===== config.mk =====
export PLATFORM = sky130hd
export DESIGN_NAME = bin_to_bcd_digits_flat
export DESIGN_NICKNAME = d
export VERILOG_FILES = /design/src/rtl/indicator_pkg.sv /design/src/rtl/bin_to_bcd_digits_if.sv /design/src/rtl/bin_to_bcd_digits_bcd_add3.sv /design/src/rtl/bin_to_bcd_digits.sv /design/src/flat_wrapper.sv
export SDC_FILE = /design/constraint.sdc
export NUM_CORES = 1
export LEC_CHECK = 0
export CORE_ASPECT_RATIO = 0.7
export CORE_MARGIN = 2
export CORE_UTILIZATION = 45
export CTS_BUF_LIST = sky130_fd_sc_hd__clkbuf_8
export DETAILED_ROUTE_END_ITERATION = 10
export GPL_TIMING_DRIVEN = 0
export PLACE_DENSITY = 0.68
export SYNTH_ARGS = -nofsm -noshare
export SYNTH_HDL_FRONTEND = slang
export SYNTH_SLANG_ARGS = --single-unit

===== constraint.sdc =====
create_clock -name clk -period 2.6 [get_ports clk]
set_input_delay 0.26 -clock clk [delete_from_list [all_inputs] [get_ports clk]]
set_output_delay 0.26 -clock clk [all_outputs]
set_load 0.02 [all_outputs]

===== src/rtl/indicator_pkg.sv =====
// Shared constants and FSM encoding for the 7-segment indicator path.
// BCD_BLANK doubles as the indicator's index of its all-off segment pattern.
package indicator_pkg;

    localparam logic [3:0]  BCD_BLANK   = 4'd10;
    localparam int unsigned NUM_DIGITS  = 4;
    localparam int unsigned MAX_DISPLAY = 9999;
    localparam int unsigned BCD_W       = 4 * NUM_DIGITS;

    typedef enum logic [1:0] {
        IDLE,
        CONVERT,
        BLANK
    } conv_state_t;

    // Nibbles NUM_DIGITS-1..1 become blank while every higher nibble is blank; nibble 0 always shows.
    function automatic logic [BCD_W-1:0] blank_leading(input logic [BCD_W-1:0] bcd);
        logic [BCD_W-1:0] r;
        logic             leading;
        r       = bcd;
        leading = 1'b1;
        for (int unsigned i = NUM_DIGITS - 1; i >= 1; i--) begin
            if (leading && r[4*i +: 4] == 4'd0) begin
                r[4*i +: 4] = BCD_BLANK;
            end else begin
                leading = 1'b0;
            end
        end
        return r;
    endfunction

endpackage


===== src/rtl/bin_to_bcd_digits_if.sv =====
// Handshake and result bundle between the upstream value source and the BCD converter.
interface bin_to_bcd_digits_if
    import indicator_pkg::*;
#(
    parameter int unsigned WIDTH = 14
);
    logic             in_valid;
    logic             in_ready;
    logic [WIDTH-1:0] value;
    logic             out_valid;
    logic [BCD_W-1:0] digits_bcd;
    logic             overflow;

    modport master (
        output in_valid, value,
        input  in_ready, out_valid, digits_bcd, overflow
    );

    modport slave (
        input  in_valid, value,
        output in_ready, out_valid, digits_bcd, overflow
    );
endinterface


===== src/rtl/bin_to_bcd_digits_bcd_add3.sv =====
// Double-dabble digit correction: nibbles of 5 or more get +3 before each shift.
module bcd_add3 (
    input  logic [3:0] nibble,
    output logic [3:0] adjusted
);
    assign adjusted = (nibble >= 4'd5) ? nibble + 4'd3 : nibble;
endmodule


===== src/rtl/bin_to_bcd_digits.sv =====
// Sequential shift-and-add-3 binary-to-BCD converter with optional leading-zero blanking,
// feeding four registered digit codes to the 7-segment indicator.
module bin_to_bcd_digits
    import indicator_pkg::*;
#(
    parameter int unsigned WIDTH         = 14,
    parameter bit          BLANK_LEADING = 1'b1
) (
    input  logic                clk,
    input  logic                rst,
    bin_to_bcd_digits_if.slave  bus
);
    localparam int unsigned    CNT_W     = $clog2(WIDTH + 1);
    localparam logic [BCD_W-1:0] ALL_BLANK = {NUM_DIGITS{BCD_BLANK}};

    conv_state_t       state_q, state_d;
    logic [WIDTH-1:0]  shift_q;
    logic [BCD_W-1:0]  acc_q;
    logic [BCD_W-1:0]  acc_adj;
    logic [CNT_W-1:0]  cnt_q;
    logic              ovf_q;
    logic [BCD_W-1:0]  digits_q;
    logic              overflow_q;
    logic              out_valid_q;
    logic [BCD_W+WIDTH-1:0] shifted;

    for (genvar g = 0; g < NUM_DIGITS; g++) begin : g_add3
        bcd_add3 u_add3 (
            .nibble   (acc_q[4*g +: 4]),
            .adjusted (acc_adj[4*g +: 4])
        );
    end

    // Carry out of the top nibble falls off here; it only occurs for overflowing values.
    assign shifted = {acc_adj, shift_q} << 1;

    always_ff @(posedge clk) begin
        if (rst) begin
            state_q <= IDLE;
        end else begin
            state_q <= state_d;
        end
    end

    always_comb begin
        state_d = state_q;
        case (state_q)
            IDLE:    if (bus.in_valid) state_d = CONVERT;
            CONVERT: if (cnt_q == CNT_W'(1)) state_d = BLANK;
            BLANK:   state_d = IDLE;
            default: state_d = IDLE;
        endcase
    end

    always_ff @(posedge clk) begin
        if (rst) begin
            shift_q     <= '0;
            acc_q       <= '0;
            cnt_q       <= '0;
            ovf_q       <= 1'b0;
            digits_q    <= ALL_BLANK;
            overflow_q  <= 1'b0;
            out_valid_q <= 1'b0;
        end else begin
            out_valid_q <= 1'b0;
            case (state_q)
                IDLE: begin
                    if (bus.in_valid) begin
                        shift_q <= bus.value;
                        acc_q   <= '0;
                        cnt_q   <= CNT_W'(WIDTH);
                        ovf_q   <= 32'(bus.value) > MAX_DISPLAY;
                    end
                end
                CONVERT: begin
                    acc_q   <= shifted[BCD_W+WIDTH-1 -: BCD_W];
                    shift_q <= shifted[WIDTH-1:0];
                    cnt_q   <= cnt_q - CNT_W'(1);
                end
                BLANK: begin
                    if (ovf_q) begin
                        digits_q <= ALL_BLANK;
                    end else if (BLANK_LEADING) begin
                        digits_q <= blank_leading(acc_q);
                    end else begin
                        digits_q <= acc_q;
                    end
                    overflow_q  <= ovf_q;
                    out_valid_q <= 1'b1;
                end
                default: ;
            endcase
        end
    end

    assign bus.in_ready   = (state_q == IDLE);
    assign bus.out_valid  = out_valid_q;
    assign bus.digits_bcd = digits_q;
    assign bus.overflow   = overflow_q;

endmodule


===== src/flat_wrapper.sv =====
// flat-port wrapper written by rule: the top's interface ports become plain ports
module bin_to_bcd_digits_flat import indicator_pkg::*;
#(
    parameter int unsigned WIDTH         = 14,
    parameter bit          BLANK_LEADING = 1'b1
)
  (clk, rst, bus_in_valid, bus_value, bus_in_ready, bus_out_valid, bus_digits_bcd, bus_overflow);
  bin_to_bcd_digits_if #(.WIDTH(WIDTH)) bus_i ();
  input  logic clk;
  input  logic rst;
  input wire logic [$bits(bus_i.in_valid)-1:0] bus_in_valid;
  input wire logic [$bits(bus_i.value)-1:0] bus_value;
  output wire logic [$bits(bus_i.in_ready)-1:0] bus_in_ready;
  output wire logic [$bits(bus_i.out_valid)-1:0] bus_out_valid;
  output wire logic [$bits(bus_i.digits_bcd)-1:0] bus_digits_bcd;
  output wire logic [$bits(bus_i.overflow)-1:0] bus_overflow;
  assign bus_i.in_valid = bus_in_valid;
  assign bus_i.value = bus_value;
  assign bus_in_ready = bus_i.in_ready;
  assign bus_out_valid = bus_i.out_valid;
  assign bus_digits_bcd = bus_i.digits_bcd;
  assign bus_overflow = bus_i.overflow;
  bin_to_bcd_digits #(.WIDTH(WIDTH), .BLANK_LEADING(BLANK_LEADING)) u_core (.clk(clk), .rst(rst), .bus(bus_i));
endmodule

### Yosys cells after proc, flatten, opt, wreduce, memory -nomap -nowiden

Index checks and enable logic that the tools add are counted.

| word-level totals | value |
|---|---|
| register bits after elaboration | 55 |
| input bits | 17 |
| word-level logic and storage cells | 59 |

| cells by class | value |
|---|---|
| equal/unequal tests | 5 |
| reductions and logical operators | 10 |
| add/sub/neg operators | 5 |
| multiplexer cells | 26 |
| $lt $le $gt $ge | 5 |

Operator list:

| operator | number |
|---|---|
| $mux W16 | 2 |
| $pmux W16 S2 | 1 |
| $mux W4 | 7 |
| $pmux W14 S2 | 1 |
| $ge A4 B3 Y1 const B | 4 |
| $gt A14 B14 Y1 const B | 1 |
| $mux W14 | 1 |
| $add A4 B2 Y4 const B | 3 |
| $logic_not A4 Y1 | 3 |
| $mux W1 | 9 |
| $pmux W4 S2 | 1 |
| $reduce_and A2 Y1 | 3 |
| $eq A4 B1 Y1 const B | 1 |
| $mux W2 | 2 |
| $pmux W2 S2 | 1 |
| $sub A4 B1 Y4 const B | 1 |
| $add A3 B2 Y3 const B | 1 |
| $mux W3 | 1 |
| $eq A2 B1 Y1 const B | 1 |
| $eq A2 B2 Y1 const B | 1 |
| $logic_and A1 B1 Y1 | 2 |
| $logic_not A2 Y1 | 1 |
| $ne A2 B1 Y1 const B | 1 |
| $ne A2 B2 Y1 const B | 1 |
| $reduce_bool A2 Y1 | 1 |

### Depth between registers and ports, before layout

| depth | value |
|---|---|
| word-level depth | 13 |
| mapped depth | 6 |

### Hierarchy

A second synthesis with hierarchy kept.

| unflattened totals | value |
|---|---|
| cell total of the unflattened synthesis | 303 |
| area total of the unflattened synthesis | 2547.4 µm² |

By module, submodules not included:

| module | area an instance (µm²) | times used | cells an instance | sequential area each (µm²) |
|---|---|---|---|---|
| bin_to_bcd_digits | 2142.1 | 1 | 239 | 1101.1 |
| bcd_add3 | 101.3 | 4 | 16 | 0.0 |

### Worst setup path after synthesis

No wires, ideal clock.

| timing | value |
|---|---|
| path kind | register to register |
| from | register u_core.acc_q[12] |
| to | register u_core.digits_q[8] (netlist: u_core.bus.digits_bcd[8]) |
| setup time | 0.070 ns |
| path slack | 1.027 ns |
| arrival | 1.503 ns |
| cell stages (with the launch flop) | 7 |
| required time | 2.530 ns |
| path buffers | 0 |
| cell sequence | dfxtp_1 inv_1 ha_1 nor3b_2 and3_4 or4_1 a21oi_1 |

| between the ends | value |
|---|---|
| word-level cells in the longest chain between the ends | 8 |

RTL lines:

| item | line | text |
|---|---|---|
| from (decl) | bin_to_bcd_digits.sv:18 | `logic [BCD_W-1:0] acc_q;` |
| from (signal assigned) | bin_to_bcd_digits.sv:76 | `acc_q <= shifted[BCD_W+WIDTH-1 -: BCD_W];` |
| $logic_not A4 Y1 | indicator_pkg.sv:23 | `if (leading && r[4*i +: 4] == 4'd0) begin` |
| $mux W1 | indicator_pkg.sv:23 |  |
| $mux W1 | bin_to_bcd_digits.sv:81 | `if (ovf_q) begin` |
| $mux W1 | bin_to_bcd_digits.sv:66 | `case (state_q)` |
| $mux W1 | bin_to_bcd_digits.sv:56 | `if (rst) begin` |
| $logic_and A1 B1 Y1 | indicator_pkg.sv:23 |  |
| $mux W4 | indicator_pkg.sv:23 |  |
| $mux W16 | bin_to_bcd_digits.sv:81 |  |
| to (signal assigned) | bin_to_bcd_digits.sv:84 | `digits_q <= blank_leading(acc_q);` |
| to (signal assigned) | bin_to_bcd_digits.sv:86 | `digits_q <= acc_q;` |
| to (decl) | bin_to_bcd_digits.sv:22 | `logic [BCD_W-1:0] digits_q;` |

Every way passes these cells. The select of a mux whose other input is x is not followed.
A chain may end at the register's enable or synchronous reset.

### Final worst setup path

| timing | value |
|---|---|
| from | register u_core.state_q[1] |
| to | output port bus_in_ready |

| between the ends | value |
|---|---|
| word-level cells in the longest chain between the ends | 1 |

RTL lines:

| item | line | text |
|---|---|---|
| from (decl) | bin_to_bcd_digits.sv:16 | `conv_state_t state_q, state_d;` |
| from (signal assigned) | bin_to_bcd_digits.sv:41 | `state_q <= state_d;` |
| $logic_not A2 Y1 | bin_to_bcd_digits.sv:96 | `assign bus.in_ready = (state_q == IDLE);` |
| to (decl) | flat_wrapper.sv:13 | `output wire logic [$bits(bus_i.in_ready)-1:0] bus_in_ready;` |

Every way passes these cells.

==> results.toml <==
[status]
run_status = "completed"

[sta]
final-hold-violation-count = 0
finalMaxSlewViolations = 0
period_needed_ns = 1.81
fin_crit_sh = 0.697
clock_skew_ns = 0.0113
rsz0062_at_grt = "no"
setup_viol = 0
relSlewSlack = 0.579
worst_pin_slew_ns = 0.632
finalSetupTns_ns = 0
fmax_mhz = 552
fin_hold_ws_ns = 0.454

[detailed_routing]
drt-initial-drc-count = 126
wl_per_cell_um = 14.4
vias = 2197
drc = 0
via_per_inst = 5.37
antenna_left = 0
drt-total-wl_um = 5910
firstDrtPassIters = 5

[die]
start_util = 0.472
ios = 36
row_count = 22
die-area_sq_um = 6200
die_x_um = 93.2
core-area_sq_um = 5310
die_h_um = 66.5

[hold_path]
hp-class = "reg2reg"
whs_endpoint = "u_core.bus.digits_bcd[2]"
holdCritStartpoint = "u_core.bus.digits_bcd[2]"
min_path_cells = 2

[clock_tree]
clock_latency_ns = 0.31
htree_levels = 2
clkTransAtPathRegs_ns = 0.10
cts_tree = "done"
cts_buffers = 5
cts-root-buf = "clkbuf_8"
numClockSinks = 55
post_cts_resized = 0
cts_setup_buffers = 0
cts_hold_buf = 0
cts_buffer_depth = 2

[final_layout]
fillers = 491
final_cells = 409
final_layout_size_suffix_gt1_frac = 0.0623
n_antenna_cell = 0
nets = 365
finalInstanceArea_sq_um = 3060
syn2layout_area_growth_pct = 22.0
regArea_sq_um = 1100
multi_input_area_sq_um = 1280

[pwr]
p_int_uw = 1240
pwr-share-clk = 0.342
p_comb_frac = 0.112
p_sw_frac = 0.247
p_total_uw = 1640
netSwitchingPower_uw = 405
p_leak_uw = 0.00118
peakVddDrop_mv = 0.363
powerDensity_nw_per_um2 = 536
seq_power_share = 0.546

[global_route]
grt_pass1_vias = 1981
grt_first_pass_wirelength_um = 9710
track_usage = 0.202
overflow = 0
grt_antenna_before_repair = 0
grt_max_degree = 18

[placement]
place_area_sq_um = 2950
numPortBuffers = 35
place_inst = 401
place_congestion = 0.816
dp_hpwl_um = 4280

[yosys]
ys_ff_latch = 55
syn_nets = 323
async_flop_share = 0
ys.warnings.count = 0
synth_edf_count = 0
synthCells = 294
syn-cell-area_sq_um = 2510
ys.flop_type = "dfxtp_1"
seq_area_frac_synth = 0.439
synth.avg_cell_area_sq_um = 8.53
yosysUniqueCellTypes = 39

[job]
max-cap-violations = 0

[critical_path]
critPathLaunchType = "flop"
crit_path_end_kind = "primary output"
r2r_slack_ns = 0.84
r2r-start = "u_core.acc_q[12]"
rr_worst_depth = 6
crit_fanout = 7
regToRegEndpoint = "u_core.bus.digits_bcd[8]"
cp.required_ns = 2.34
worstSetupPathType = "reg2out"
cp.arrival_ns = 1.55
[worst max-delay path: stages (launching register included)]
cell,delay (ns)
dfxtp_1,0.40
nor2_1,0.21
clkdlybuf4s50_1,0.64
[sequential cells by signal (all words and copies together) (netlist names)]
register               cells
u_core.cnt_q               4
u_core.bus.overflow        1
u_core.bus.digits_bcd     16
u_core.acc_q              16
u_core.ovf_q               1
u_core.bus.out_valid       1
u_core.state_q             2
u_core.shift_q            14
[cell usage after synthesis, types with 2 or more instances]
library cell	number	area share
dfxtp_1	55	0.44
nand2_1	41	0.061
nor2_1	32	0.048
a21oi_1	22	0.044
a311oi_1	13	0.045
inv_1	13	0.019
ha_1	12	0.060
nor3_1	11	0.022
buf_2	10	0.020
a22o_1	9	0.031
nand3_1	7	0.014
o21ai_0	7	0.014
nand2b_1	6	0.015
nor4_1	6	0.015
o21bai_1	6	0.018
clkbuf_1	5	0.0075
xnor2_1	5	0.017
mux2i_1	4	0.016
nand3b_1	4	0.012
buf_1	2	0.0030
nor2b_1	2	0.0050
o211ai_1	2	0.0060
o2bb2ai_1	2	0.0070
o311ai_0	2	0.0070
xor2_1	2	0.0070
[stage by stage]
stage / utilization / worst slack (ns)
CTS: 0.576 / 0.805
finish: 0.576 / 0.787
detailed placement: 0.555 / 0.694
global route: 0.576 / 0.716
floorplan: - / 1.03
global placement: 0.555 / 0.734
[per-layer routing]
metal | global-route usage | up-vias | routed length, um
met1 | 0.304 | 1008 | 3040
met2 | 0.294 | 61 | 2440
met3 | 0.0373 | 7 | 353
met5 | 0 | - | 0
met4 | 0.0551 | 0 | 66
li1 | - | 1121 | -
[area by class of cell]
cell class              count  area share
multi-input cells         209       0.419
flip-flops and latches     55       0.360
repair buffers             35       0.114
well taps                  72      0.0294
plain buffers              17      0.0249
clock buffers               5      0.0225
inverters                  13      0.0159
clock inverters             3      0.0139
[logic make-up (layout without fill, tap and decap cells)]
kind of cell,after synthesis,after routing,share of synthesized area
buffers and inverters,30,73,0.0499
AO/OA/AOI/OAI,69,69,0.192
multiplexers,4,4,0.0160
AND/OR/NAND/NOR,117,117,0.219
XOR/XNOR,7,7,0.0244
flip-flops,55,55,0.439
adder cells (fa/ha/maj),12,12,0.0598
[cells in the final DEF (no fill, tap or decap), types with 2 or more instances in the layout]
cell / Yosys / final
nor3_1: 11 / 11
inv_1: 13 / 14
nand2b_1: 6 / 6
a22o_1: 9 / 9
clkbuf_1: 5 / 5
xnor2_1: 5 / 5
buf_2: 10 / 10
mux2i_1: 4 / 4
nand3b_1: 4 / 4
nand2_1: 41 / 41
o311ai_0: 2 / 2
buf_1: 2 / 2
nor2_1: 32 / 32
a311oi_1: 13 / 13
nor2b_1: 2 / 2
nand3_1: 7 / 7
o211ai_1: 2 / 2
dfxtp_1: 55 / 55
a21oi_1: 22 / 22
xor2_1: 2 / 2
o2bb2ai_1: 2 / 2
o21ai_0: 7 / 7
clkbuf_8: 0 / 5
clkdlybuf4s50_1: 0 / 35
ha_1: 12 / 12
o21bai_1: 6 / 6
nor4_1: 6 / 6
[worst max-delay path by stage]
| stage | startpoint | endpoint | slack, ns | cells after the start |
|---|---|---|---|---|
| after floorplan | u_core.acc_q[12] | u_core.bus.digits_bcd[8] | 1.03 | 6 |
| after global placement | rst | u_core.bus.out_valid | 0.73 | 4 |
| after detailed placement | rst | u_core.bus.out_valid | 0.69 | 4 |
| after CTS | u_core.state_q[1] | bus_in_ready | 0.80 | 2 |
| after global routing | u_core.acc_q[12] | u_core.bus.digits_bcd[8] | 0.72 | 6 |
| final | u_core.state_q[1] | bus_in_ready | 0.79 | 2 |
[power groups by stage]
stage               clock (uW)  combinational [uW]  sequential [uW]
detailed placement           0                 183              916
global route               613                 204              902
global placement             0                 180              915
finish                     561                 184              897
floorplan                    0                 116              911
CTS                        579                 184              897
Power figures use the tool's default switching activity.
